## config.mk

```make
export PLATFORM = sky130hd
export DESIGN_NAME = fetch_unit
export DESIGN_NICKNAME = d
export VERILOG_FILES = /design/src/rtl/rv32i_types.sv /design/src/rtl/fetch_pc_reg.sv /design/src/rtl/fetch_unit.sv
export SDC_FILE = /design/constraint.sdc
export NUM_CORES = 1
export LEC_CHECK = 0
export ABC_AREA = 0
export BUFFER_PORTS_ARGS = -buffer_cell sky130_fd_sc_hd__buf_4
export CAP_MARGIN = 20
export CORE_ASPECT_RATIO = 2
export CORE_MARGIN = 5
export CORE_UTILIZATION = 35
export DETAILED_ROUTE_END_ITERATION = 7
export MAX_ROUTING_LAYER = met4
export PLACE_DENSITY = 0.68
export SYNTH_ARGS = -nofsm -noshare
export SYNTH_HDL_FRONTEND = slang
export SYNTH_SLANG_ARGS = --single-unit
```

## constraint.sdc

```tcl
create_clock -name clk -period 2.87 [get_ports clk]
set_input_delay 0.4305 -clock clk [delete_from_list [all_inputs] [get_ports clk]]
set_output_delay 0.4305 -clock clk [all_outputs]
set_load 0.02 [all_outputs]
```

## src/rtl/rv32i_types.sv

```systemverilog
// Shared RV32I type and constant definitions.
// Used by the fetch stage and its PC register.
package rv32i_types;

    typedef enum logic [1:0] {
        IDLE,
        REQ,
        DONE
    } fetch_state_t;

    localparam logic [31:0] RV32I_RESET_PC = 32'h0000_0060;
    localparam logic [31:0] INSTR_BYTES    = 32'd4;

    function automatic logic addr_aligned(input logic [31:0] addr);
        return addr[1:0] == 2'b00;
    endfunction

endpackage

```

## src/rtl/fetch_pc_reg.sv

```systemverilog
// Program counter with immediate, deferred and sequential update paths.
// Redirects arriving mid-fetch are parked until the fetch completes.
module fetch_pc_reg
    import rv32i_types::*;
#(
    parameter logic [31:0] RESET_PC = RV32I_RESET_PC
) (
    input  logic        clk,
    input  logic        rst_n,
    input  logic        pc_load,
    input  logic [31:0] pc_target,
    input  logic        in_idle,
    input  logic        advance,
    output logic [31:0] pc_out
);

    logic [31:0] pc_q;
    logic [31:0] pc_d;
    logic [31:0] pend_q;
    logic [31:0] pend_d;
    logic        pend_vld_q;
    logic        pend_vld_d;
    logic        ld_ok;

    assign ld_ok  = pc_load && addr_aligned(pc_target);
    assign pc_out = pc_q;

    always_comb begin
        pc_d       = pc_q;
        pend_d     = pend_q;
        pend_vld_d = pend_vld_q;
        if (pc_load && !ld_ok) begin
            pend_vld_d = 1'b0;
        end else if (ld_ok && in_idle) begin
            pc_d = pc_target;
        end else if (ld_ok) begin
            pend_d     = pc_target;
            pend_vld_d = 1'b1;
        end
        // Completion consumes whichever target is newest, including one this cycle
        if (advance) begin
            pc_d       = pend_vld_d ? pend_d : pc_q + INSTR_BYTES;
            pend_vld_d = 1'b0;
        end
    end

    always_ff @(posedge clk or negedge rst_n) begin
        if (!rst_n) begin
            pc_q       <= RESET_PC;
            pend_q     <= '0;
            pend_vld_q <= 1'b0;
        end else begin
            pc_q       <= pc_d;
            pend_q     <= pend_d;
            pend_vld_q <= pend_vld_d;
        end
    end

endmodule

```

## src/rtl/fetch_unit.sv

```systemverilog
// Instruction fetch stage: memory read handshake, timeout, IR load pulse.
// The PC and redirect bookkeeping live in fetch_pc_reg.
module fetch_unit
    import rv32i_types::*;
#(
    parameter logic [31:0] RESET_PC       = RV32I_RESET_PC,
    parameter int          TIMEOUT_CYCLES = 64
) (
    input  logic        clk,
    input  logic        rst_n,
    input  logic        fetch_req,
    input  logic        pc_load,
    input  logic [31:0] pc_target,
    input  logic [31:0] mem_rdata,
    input  logic        mem_resp,
    output logic        mem_read,
    output logic [31:0] mem_address,
    output logic        ir_load,
    output logic [31:0] ir_data,
    output logic        fetch_done,
    output logic [31:0] pc_out,
    output logic        misaligned_fault,
    output logic        timeout_fault
);

    localparam logic [7:0] CNT_LAST = 8'(TIMEOUT_CYCLES - 1);

    fetch_state_t state;
    fetch_state_t state_n;
    logic [7:0]   wait_cnt;
    logic         start;
    logic         to_hit;

    fetch_pc_reg #(
        .RESET_PC(RESET_PC)
    ) u_pc (
        .clk      (clk),
        .rst_n    (rst_n),
        .pc_load  (pc_load),
        .pc_target(pc_target),
        .in_idle  (state == IDLE),
        .advance  (state == DONE),
        .pc_out   (pc_out)
    );

    assign mem_address = pc_out;

    // A misaligned redirect in the request cycle also blocks the fetch
    assign start = fetch_req && !misaligned_fault
                && !(pc_load && !addr_aligned(pc_target));

    always_comb begin
        state_n = state;
        to_hit  = 1'b0;
        unique case (state)
            IDLE: if (start) state_n = REQ;
            REQ: begin
                if (mem_resp) begin
                    state_n = DONE;
                end else if (wait_cnt == CNT_LAST) begin
                    state_n = IDLE;
                    to_hit  = 1'b1;
                end
            end
            DONE:    state_n = IDLE;
            default: state_n = IDLE;
        endcase
    end

    always_ff @(posedge clk or negedge rst_n) begin
        if (!rst_n) begin
            state            <= IDLE;
            wait_cnt         <= '0;
            mem_read         <= 1'b0;
            ir_load          <= 1'b0;
            fetch_done       <= 1'b0;
            timeout_fault    <= 1'b0;
            misaligned_fault <= 1'b0;
            ir_data          <= '0;
        end else begin
            state         <= state_n;
            wait_cnt      <= (state == REQ) ? wait_cnt + 8'd1 : 8'd0;
            mem_read      <= (state_n == REQ);
            ir_load       <= (state_n == DONE);
            fetch_done    <= (state_n == DONE);
            timeout_fault <= to_hit;
            if (state == REQ && mem_resp) ir_data <= mem_rdata;
            if (pc_load) misaligned_fault <= !addr_aligned(pc_target);
        end
    end

endmodule
```

==> results.tsv, run 1 <==
metric	value	unit
muxShareOfSynthArea	14.9	%
via_per_inst	5.12	
grt_use_total	15.6	%
crit_fanout	7	
yosysSeqAreaShare	50.4	%
synth-edff-count	0	
place_inst	823	
crit_arrival	2.53	ns
firstDrtPassIters	4	
p_leak	3.25	nW
dieWidth	98.7	um
critical_path.startpoint_type	register	
syn-cell-area	5510	um2
fillers	1503	
finalSetupTns	0	ns
cts_root_buf	clkbuf_16	
post-synth-top-area-cell	dfrtp_1	
wl_per_cell	16.7	um
period_share	79.1	%
max_slew_margin	57.0	%
start_util	35.3	%
synthesis.nets	568	
insertedDiodeCount	0	
worst_pin_slew	0.644	ns
ys_seq_elements	111	
port_buffers	169	
grtUsageMet2	23.4	%
core_area	15600	um2
clkSlewWorstSetupHoldPaths	0.08	ns
placed_cell_area	6780	um2
cts.path.max_buffers	2	
synth_flop_cell	dfrtp_1	
critPathSlowestCell	nor4_4	
fin_nets	704	
yosysMostFrequentCell	dfrtp_1	
vias	4292	
cts_tree	built	
grtUsageMet1	20.4	%
io_pins	170	
slowest_delay	0.56	ns
cts_sinks	111	
path_cells	ha_1 -> nand3_1 -> nor4_4 -> nand2_2 -> a32o_1 -> a211oi_1	
p_total	6.37	mW
wl	14.0	mm
fin_skew	0.0145	ns
multi_input_area	2310	um2
layout-drive-gt1-share	44.5	%
hold_buffers	0	
maxSlewViolCount	0	
design_area	7090	um2
die_area	18500	um2
place.gp.congestion	0.808	
grt_max_degree	47	
async_flop_share	100	%
synth_xor_area_share	4.77	%
drt_iter0_drc	140	
grt_pass1_vias	4603	
grt_setup_unrepaired	no	
ys_types	49	
status	finished, final reports clean	
grt_busiest_layer	met2	
vdd_drop_max	0.000495	V
num_rows	65	
yosysTopAreaCellShare	49.5	%
period_minus_slack	2.27	ns
grt_overflow	0	
synth-simple-area-share	12.4	%
ys_warn_count	0	
fmax	0.441	GHz
synth.avg_cell_area	11.1	um2
pre_cts_slack	0.613	ns
yosys-top-cells-count	dfrtp_1, mux2_2, nor2_1, buf_4, nand2_1	
synth_top_family_by_area	multiplexers	
netlist_instances	497	
area_growth	28.6	%
hold_path_class	in -> async	
r2r_setup_slack	0.60	ns
post_cts_buffers	0	
setup_violations	0	
synth_fa_ha_area_share	0.454	%
cellPowerDensity	899	nW/um2
h-tree-depth	3	
crit_required	3.13	ns
grt_pass1_wl	23.0	mm
grt_use_met3	4.93	%
endpoint_kind	register	
hold_violations	0	
drcViolationCount	0	
setup_slack	0.601	ns
r2r_cells	6	
synth_compound_area_share	9.28	%
ant_nets	0	
clock_latency	0.36	ns
seqCellArea	2780	um2
drv_cap	0	
r2r-end	u_pc.pc_out[24]	
antenna_found_initial	0	
ctsResizeCount	0	
fin_cells	839	
cts_buffers	9	
fp.dieH	187	um
place_hpwl	10.1	mm
reg2reg_from	u_pc.pc_out[2]	
worstSetupPathType	reg -> reg	
synth_area_leaders	dfrtp_1, mux2_2, buf_4, xnor2_1, nor2_1	
-- power by group --
group | total, mW | leakage, nW | internal, mW | switching, mW
clock | 1.28 | 0.149 | 0.688 | 0.591
combinational | 2.57 | 1.76 | 1.23 | 1.34
sequential | 2.53 | 1.34 | 2.07 | 0.460
-- how the worst max path moves through the flow --
stage / from / end / slack (ns)
floorplan: u_pc.pc_out[2] / u_pc.pc_out[24] / 0.89
global placement: u_pc.pc_out[2] / u_pc.pc_out[24] / 0.61
detailed placement: u_pc.pc_out[2] / u_pc.pc_out[24] / 0.61
CTS: u_pc.pc_out[2] / u_pc.pc_out[24] / 0.58
global route: u_pc.pc_out[2] / u_pc.pc_out[24] / 0.41
finish: u_pc.pc_out[2] / u_pc.pc_out[24] / 0.60
-- state kept, by name (all words and copies together), names as in the netlist --
name,flops
state,2
ir_data,32
mem_read,1
u_pc.pend_vld_q,1
misaligned_fault,1
fetch_done,1
timeout_fault,1
u_pc.pend_q,32
wait_cnt,8
u_pc.pc_out,32
-- layer usage --
| layer | up-vias | part of all wire, % |
|---|---|---|
| li1 | 1989 | - |
| met1 | 2110 | 44 |
| met2 | 180 | 47 |
| met3 | 13 | 8.3 |
| met4 | 0 | 0.93 |
| met5 | - | 0 |
-- through the flow --
stage | util [%] | hold slack [ns]
after floorplan | - | 0.135
after global placement | 43.4 | 0.442
after detailed placement | 43.4 | 0.445
after CTS | 45.4 | 0.0606
after global routing | 45.4 | 0.0746
final | 45.4 | 0.0390
-- cells by family after synthesis --
logic type,Yosys count
flip-flops,111
AO/OA/AOI/OAI,80
multiplexers,73
buffers and inverters,71
XOR/XNOR,30
adder cells (fa/ha/maj),2
AND/OR/NAND/NOR,130
-- area by class of cell --
class,instances,area share (%)
sequential,111,39.2
multi-input combinational,315,32.6
timing repair buffer,181,19.5
tap,201,3.55
clock buffer,9,3.18
clock inverter,7,1.11
inverter,15,0.794
-- critical path: cells and delay by family (launching register included) --
kind	cells	cell delay (ns)
adders and majority gates	1	0.24
AOI/OAI and AO/OA	2	0.48
and+or+nand+nor	3	0.95
DFF	1	0.51
-- cell usage in the layout, fill, tap and decap left out, drive strengths merged, types with 3 or more instances in the layout --
master | Yosys | routed
nor3 | 8 | 8
or2 | 3 | 3
inv | 15 | 17
clkbuf | 12 | 9
o2bb2ai | 10 | 10
and3 | 3 | 3
o22ai | 10 | 10
o221a | 5 | 5
buf | 44 | 181
nor2 | 38 | 38
nand2 | 32 | 32
dfrtp | 109 | 109
o21ai | 21 | 21
nand4 | 10 | 10
a21oi | 25 | 25
mux2i | 5 | 5
nor2b | 4 | 4
nand3 | 19 | 19
nor4 | 5 | 5
xor2 | 11 | 11
xnor2 | 19 | 19
mux2 | 68 | 68
clkinv | 0 | 3
(Power assumes the default switching activity.)
==> run 2, diff against run 1 <==
==> constraint.sdc (replaced) <==
create_clock -name clk -period 2.2 [get_ports clk]
set_input_delay 0.33 -clock clk [delete_from_list [all_inputs] [get_ports clk]]
set_output_delay 0.33 -clock clk [all_outputs]
set_load 0.02 [all_outputs]
==> run 2 against run 1 <==
  * Non-clock buffer count rose by 15
  * Final area is 1.6% higher
  * Hold slack improved by 0.10 ns
  * Sequential cell count unchanged
  * Setup slack lost 0.34 ns
  * Final cell count grew 1.8%
  * Critical path depth is 1 lower
  * Fmax is 17% higher
  * Via count increased by 0.49%
  * Sequential share of layout area decreased by 0.63 points
  * Critical path type unchanged
  * Critical endpoint is now u_pc.pc_out[21]
  * Highest routed layer unchanged
==> results.tsv, run 2 (synthesized netlist as in run 1, its figures left out) <==
metric	value	unit	change
worst_hold_path.endpoint	timeout_fault		
area_growth	30.7	%	
final_cell_mix	buf_4, dfrtp_1, mux2_2		
endpoint_kind	register		
final_common_cell	buf_4		
r2r_cells	5		-1
io_pins	170		unchanged
worstSetupPathType	reg -> reg		
p_int	5.17	mW	+30%
place_hpwl	10.4	mm	+2.8%
ant_nets	0		unchanged
vdd_drop_max	0.000729	V	+47%
post_cts_buffers	0		unchanged
num_rows	65		unchanged
wl	14.0	mm	-0.14%
holdPathStages	2		
r2r-end	u_pc.pc_out[21]		
swShare	38.0	%	+0.50 points
firstDrtPassIters	4		unchanged
fmax	0.515	GHz	+17%
place.gp.congestion	0.814		+0.73%
drcViolationCount	0		unchanged
r2r_setup_slack	0.26	ns	-0.34 ns
max_slew_margin	50.1	%	-7.0 points
grt_pass1_wl	23.2	mm	+1.1%
crit_required	2.44	ns	-0.69 ns
hold_buffers	1		+1
fin_nets	719		+2.1%
grt_setup_unrepaired	no		
grt_max_degree	56		+19%
maxSlewViolCount	0		unchanged
seq_power_share	38.5	%	-1.2 points
grt_use_total	15.8	%	+0.21 points
hold_start	mem_resp		
cts.path.max_buffers	2		unchanged
h-tree-depth	3		unchanged
fp.dieH	187	um	unchanged
dieWidth	98.7	um	unchanged
cts_tree	built		
slowest_delay	0.52	ns	-0.04 ns
start_util	35.3	%	unchanged
layout-drive-gt1-share	45.6	%	+1.1 points
vias	4313		+0.49%
insertedDiodeCount	0		unchanged
grt_pass1_vias	4527		-1.7%
port_buffers	169		unchanged
status	finished, final reports clean		
cts_root_buf	clkbuf_16		
p_comb_share	42.1	%	+1.8 points
pre_cts_slack	0.159	ns	-0.454 ns
reg2reg_from	u_pc.pc_out[7]		
hold_path_class	in -> reg		
critPathSlowestCell	dfrtp_1		
crit_arrival	2.18	ns	-0.35 ns
drv_cap	0		unchanged
p_switching	3.16	mW	+32%
crit_fanout	7		unchanged
die_area	18500	um2	unchanged
clkPwrFrac	19.4	%	-0.7 points
fin_skew	0.00860	ns	-0.00588 ns
cts_buffers	9		unchanged
cts_sinks	111		unchanged
clkSlewWorstSetupHoldPaths	0.08	ns	about the same
cellPowerDensity	1160	nW/um2	+29%
drt_iter0_drc	216		+54%
ctsResizeCount	0		unchanged
path_cells	nand4_4 -> nor4_2 -> nand2_1 -> a221o_1 -> o221a_2		
finalSetupTns	0	ns	unchanged
wl_per_cell	16.4	um	-1.9%
setup_slack	0.257	ns	-0.344 ns
setup_violations	0		unchanged
hold_violations	0		unchanged
critical_path.startpoint_type	register		
grt_overflow	0		unchanged
clock_latency	0.35	ns	about the same
worst_pin_slew	0.745	ns	+0.102 ns
antenna_found_initial	0		unchanged
period_minus_slack	1.94	ns	-0.326 ns
period_share	88.3	%	+9.3 points
core_area	15600	um2	unchanged
p_leak	3.31	nW	+1.9%
via_per_inst	5.05		-1.3%
-- run 2: changes by cell type in the layout (fill, tap and decap cells not counted) --
cell / delta
inv_6: +2
dlygate4sd3_1: +1
buf_12: +1
inv_8: -1
clkinv_8: +1
bufinv_16: -1
clkinvlp_4: +2
buf_4: +13
clkinv_4: -1
clkinv_2: -2
-- run 2: metrics by stage --
| step | utilization (%) | cells | hold WS [ns] | area [um2] | power [mW] |
|---|---|---|---|---|---|
| after floorplan | - | 497 | 0.0344 | 5510 | 5.43 |
| after global placement | 44.2 | 837 | 0.271 | 6900 | 6.70 |
| after detailed placement | 44.2 | 837 | 0.271 | 6900 | 6.80 |
| after CTS | 46.1 | 854 | 0.130 | 7200 | 8.42 |
| after global routing | 46.1 | 854 | 0.131 | 7200 | 8.86 |
| final | 46.1 | 854 | 0.140 | 7200 | 8.33 |
-- run 2: layer usage --
metal / track usage [%] / wire [um] / vias to the layer above
li1: - / - / 2018
met1: 21.4 / 6240 / 2106
met2: 23.8 / 6540 / 181
met3: 4.33 / 1130 / 8
met4: 3.42 / 91 / 0
met5: - / 0 / -
-- run 2: critical path, delay by kind of cell, from the launching register on --
family / cells / cell delay, ns
DFF: 1 / 0.52
AOI/OAI and AO/OA: 2 / 0.47
and+or+nand+nor: 3 / 0.83
-- run 2: worst max-delay path by stage --
stage / endpoint / start / slack [ns] / depth (start not counted)
floorplan: u_pc.pc_out[24] / u_pc.pc_out[2] / 0.22 / 6
global placement: u_pc.pc_out[18] / pc_target[1] / 0.20 / 6
detailed placement: u_pc.pc_out[10] / pc_target[1] / 0.16 / 6
CTS: u_pc.pc_out[21] / u_pc.pc_out[7] / 0.23 / 5
global route: u_pc.pc_out[21] / u_pc.pc_out[11] / 0.07 / 5
finish: u_pc.pc_out[21] / u_pc.pc_out[7] / 0.26 / 5
-- run 2: cell type report --
type,count,area [um2]
timing repair buffer,196,1510
clock buffer,9,225
multi-input combinational,315,2310
tap,201,251
sequential,111,2780
clock inverter,7,67.6
fill,1496,8410
inverter,15,56.3
-- run 2: power groups by stage --
| stage | Clock [mW] | Combinational (mW) | Sequential (mW) |
|---|---|---|---|
| after detailed placement | 0 | 3.54 | 3.26 |
| after floorplan | 0 | 1.71 | 3.73 |
| after global routing | 1.74 | 3.79 | 3.33 |
| after CTS | 1.65 | 3.55 | 3.22 |
| after global placement | 0 | 3.48 | 3.22 |
| final | 1.61 | 3.51 | 3.21 |
==> run 3, diff against run 2 <==
--- a/config.mk
+++ b/config.mk
@@ -7,7 +7,6 @@
 export LEC_CHECK = 0
 export ABC_AREA = 0
 export BUFFER_PORTS_ARGS = -buffer_cell sky130_fd_sc_hd__buf_4
-export CAP_MARGIN = 20
 export CORE_ASPECT_RATIO = 2
 export CORE_MARGIN = 5
 export CORE_UTILIZATION = 35
@@ -16,4 +15,5 @@
 export PLACE_DENSITY = 0.68
 export SYNTH_ARGS = -nofsm -noshare
 export SYNTH_HDL_FRONTEND = slang
+export SYNTH_HIERARCHICAL = 1
 export SYNTH_SLANG_ARGS = --single-unit
==> constraint.sdc (replaced) <==
create_clock -name clk -period 2.4 [get_ports clk]
set_input_delay 0.36 -clock clk [delete_from_list [all_inputs] [get_ports clk]]
set_output_delay 0.36 -clock clk [all_outputs]
set_load 0.02 [all_outputs]
==> run 3 against run 2 <==
  * Final area is 3.6% higher
  * Hold slack better by 0.074 ns
  * Setup slack worse by 0.058 ns
  * Final cell count up 1.6%
  * Area after synthesis increased by 6.3%
  * Fmax down 12%
  * Global-route usage about the same
  * Clock power decreased by 6%
  * Total power up 3.2%
  * Utilization down 1.2 points
==> results.tsv, run 3 <==
metric	value	unit	change
post-synth-top-area-cell	dfrtp_1		
critPathSlowestCell	dfrtp_1		
cellPowerDensity	1150	nW/um2	-0.38%
place_inst	851		+1.7%
slowest_delay	0.48	ns	-0.04 ns
dieWidth	101	um	+2.8%
final_common_cell	buf_4		
p_comb_share	45.1	%	+3.0 points
setup_violations	0		unchanged
antenna_found_initial	0		unchanged
worst_pin_slew	0.597	ns	-0.148 ns
place.gp.congestion	0.856		+5.1%
final_cell_mix	buf_4, dfrtp_1, mux2_2		
cts_sinks	111		unchanged
fin_nets	727		+1.1%
swShare	38.6	%	+0.65 points
ys_types	65		+33%
p_switching	3.32	mW	+5.0%
crit_arrival	2.45	ns	+0.27 ns
drv_cap	0		unchanged
clkSlewWorstSetupHoldPaths	0.08	ns	about the same
via_per_inst	5.23		+3.6%
clkPwrFrac	17.7	%	-1.7 points
cts_buffers	9		unchanged
placed_cell_area	7150	um2	+3.7%
crit_fanout	8		+1
period_share	91.7	%	+3.4 points
insertedDiodeCount	0		unchanged
p_leak	3.30	nW	-0.33%
fin_cells	868		+1.6%
drt_iter0_drc	230		+6.5%
wl	15.1	mm	+8.2%
die_area	19600	um2	+5.8%
max_slew_margin	60.2	%	+10 points
yosysTopAreaCellShare	46.6	%	-2.9 points
wl_per_cell	17.4	um	+6.5%
synth_area_leaders	dfrtp_1, mux2_2, mux2_4, buf_4, nand2_1		
ys_warn_count	6		+6
dr_wl_met2	7.08	mm	+8.4%
wl_met3	982	um	-13%
finalSetupTns	0	ns	unchanged
firstDrtPassIters	4		unchanged
design_area	7460	um2	+3.6%
synth-edff-count	0		unchanged
area_growth	27.4	%	
p_int	5.28	mW	+2.1%
cts_tree	built		
num_rows	67		+3.1%
layout-drive-gt1-share	45.4	%	-0.25 points
yosysSeqAreaShare	47.4	%	-3.0 points
worstSetupPathType	reg -> reg		
dr.max_layer_used	met4		
seq_power_share	37.2	%	-1.3 points
period_minus_slack	2.20	ns	+0.258 ns
fmax	0.454	GHz	-12%
cts.path.max_buffers	2		unchanged
fin_skew	0.0119	ns	+0.00332 ns
cts_root_buf	clkbuf_16		
async_flop_share	100	%	unchanged
fin_hold_ws	0.214	ns	+0.0741 ns
syn-cell-area	5860	um2	+6.3%
endpoint_kind	register		
synthesis.nets	587		+3.3%
vias	4541		+5.3%
grt_overflow	0		unchanged
clock_latency	0.35	ns	about the same
ant_nets	0		unchanged
fp.dieH	193	um	+2.9%
m1WireLength	6.93	mm	+11%
yosys-top-cells-count	dfrtp_1, mux2_2, nand2_1, buf_4, mux2_4		
crit_required	2.65	ns	+0.21 ns
critPathBufInv	0		unchanged
synth.avg_cell_area	11.4	um2	+2.4%
hold_violations	0		unchanged
critical_path.startpoint_type	register		
cpLargestDelayFamily	simple AND/OR/NAND/NOR gates		
path_cells	nand4_1 -> or3_1 -> nor4_1 -> a2111oi_0 -> a311oi_1		
grt_pass1_vias	4690		+3.6%
netlist_instances	516		+3.8%
place_hpwl	10.8	mm	+4.3%
grt_use_total	15.8	%	about the same
h-tree-depth	3		unchanged
status	finished, final reports clean		
grt_pass1_wl	23.9	mm	+3.0%
fillers	1578		+5.5%
grt_setup_unrepaired	no		
yosysMostFrequentCell	dfrtp_1		
vdd_drop_max	0.000699	V	-4.1%
grt_max_degree	46		-18%
io_pins	170		unchanged
start_util	35.3	%	about the same
synth_flop_cell	dfrtp_1		
hold_path_class	in -> reg		
core_area	16600	um2	+6.3%
port_buffers	169		unchanged
ys_seq_elements	111		unchanged
drcViolationCount	0		unchanged
maxSlewViolCount	0		unchanged
-- run 3: cell types whose count changed in the layout (fill, tap and decap cells not counted), sizes merged, moves of 5 or more --
cell     change
nor2        -21
inv         -11
o22ai       +10
mux2         +9
o2bb2ai      -9
nand2        +7
a311oi       +5
buf          -5
nor4         +5
o221a        -5
or3          +5
xor2         -5
-- run 3: final timing paths --
path / startpoint / to / slack (ns) / cells after the start
hold / removal: mem_resp / timeout_fault / 0.21 / 2
hold reg to reg: wait_cnt[0] / wait_cnt[0] / 0.49 / 1
min in group asynchronous: rst_n / wait_cnt[5] / 0.48 / 2
setup / recovery: u_pc/pc_out[13] / u_pc/pc_out[24] / 0.20 / 5
max in group asynchronous: rst_n / ir_data[11] / 1.22 / 3
setup reg to reg: u_pc/pc_out[13] / u_pc/pc_out[24] / 0.20 / 5
-- run 3: worst reg2reg max path: stages, from the launching register on --
cell and delay, ns:
dfrtp_1 0.48, nand4_1 0.34, or3_1 0.48, nor4_1 0.42, a2111oi_0 0.13, a311oi_1 0.26
-- run 3: power by group through the flow --
| stage | Sequential, mW | Combinational, mW | Clock [mW] |
|---|---|---|---|
| 2_1_floorplan | 3.65 | 2.07 | 0 |
| 3_3_place_gp | 3.20 | 3.84 | 0 |
| 3_5_place_dp | 3.23 | 3.89 | 0 |
| 4_1_cts | 3.21 | 3.91 | 1.57 |
| 5_1_grt | 3.30 | 4.13 | 1.64 |
| 6_report | 3.20 | 3.88 | 1.52 |
-- run 3: area by class of cell --
| class | instances | area, um2 | share of cell area, % |
|---|---|---|---|
| Multi-Input combinational cell | 337 | 2640 | 35.4 |
| Inverter | 6 | 22.5 | 0.302 |
| Clock inverter | 6 | 68.8 | 0.922 |
| Sequential cell | 111 | 2780 | 37.3 |
| Tap cell | 207 | 259 | 3.47 |
| Clock buffer | 10 | 229 | 3.07 |
| Timing Repair Buffer | 191 | 1460 | 19.6 |
-- run 3: per-layer routing --
metal / vias to the layer above / track usage [%]
met3: 9 / 2.77
met1: 2221 / 21.9
li1: 2124 / -
met4: 0 / 3.89
met2: 187 / 24.1
met5: - / -
-- run 3: logic make-up (layout without fill, tap and decap cells) --
family                     count (synthesis)  count (layout)  share of synthesized area (%)
buffers and inverters                     68             213                           7.94
AOI/OAI and AO/OA                         95              95                           10.3
muxes                                     84              84                           17.9
adders and majority gates                  2               2                          0.427
DFF                                      111             111                           47.4
and+or+nand+nor                          135             135                           12.9
xor gates and xnor gates                  21              21                           3.14
-- run 3: through the flow --
step,power [mW],util (%),setup WS [ns]
2_1_floorplan,5.72,-,0.151
3_3_place_gp,7.03,43.1,0.197
3_5_place_dp,7.12,43.1,0.124
4_1_cts,8.68,44.9,0.102
5_1_grt,9.06,45.0,0.0263
6_report,8.60,45.0,0.199
-- run 3: timing repair --
item | 4_1_cts | 5_1_grt
hold buffers | 1 | 0
hold endpoints to repair | 24 | 0
setup endpoints to repair | 0 | 3
buffers inserted | 0 | 0
gates resized for setup | 0 | 1
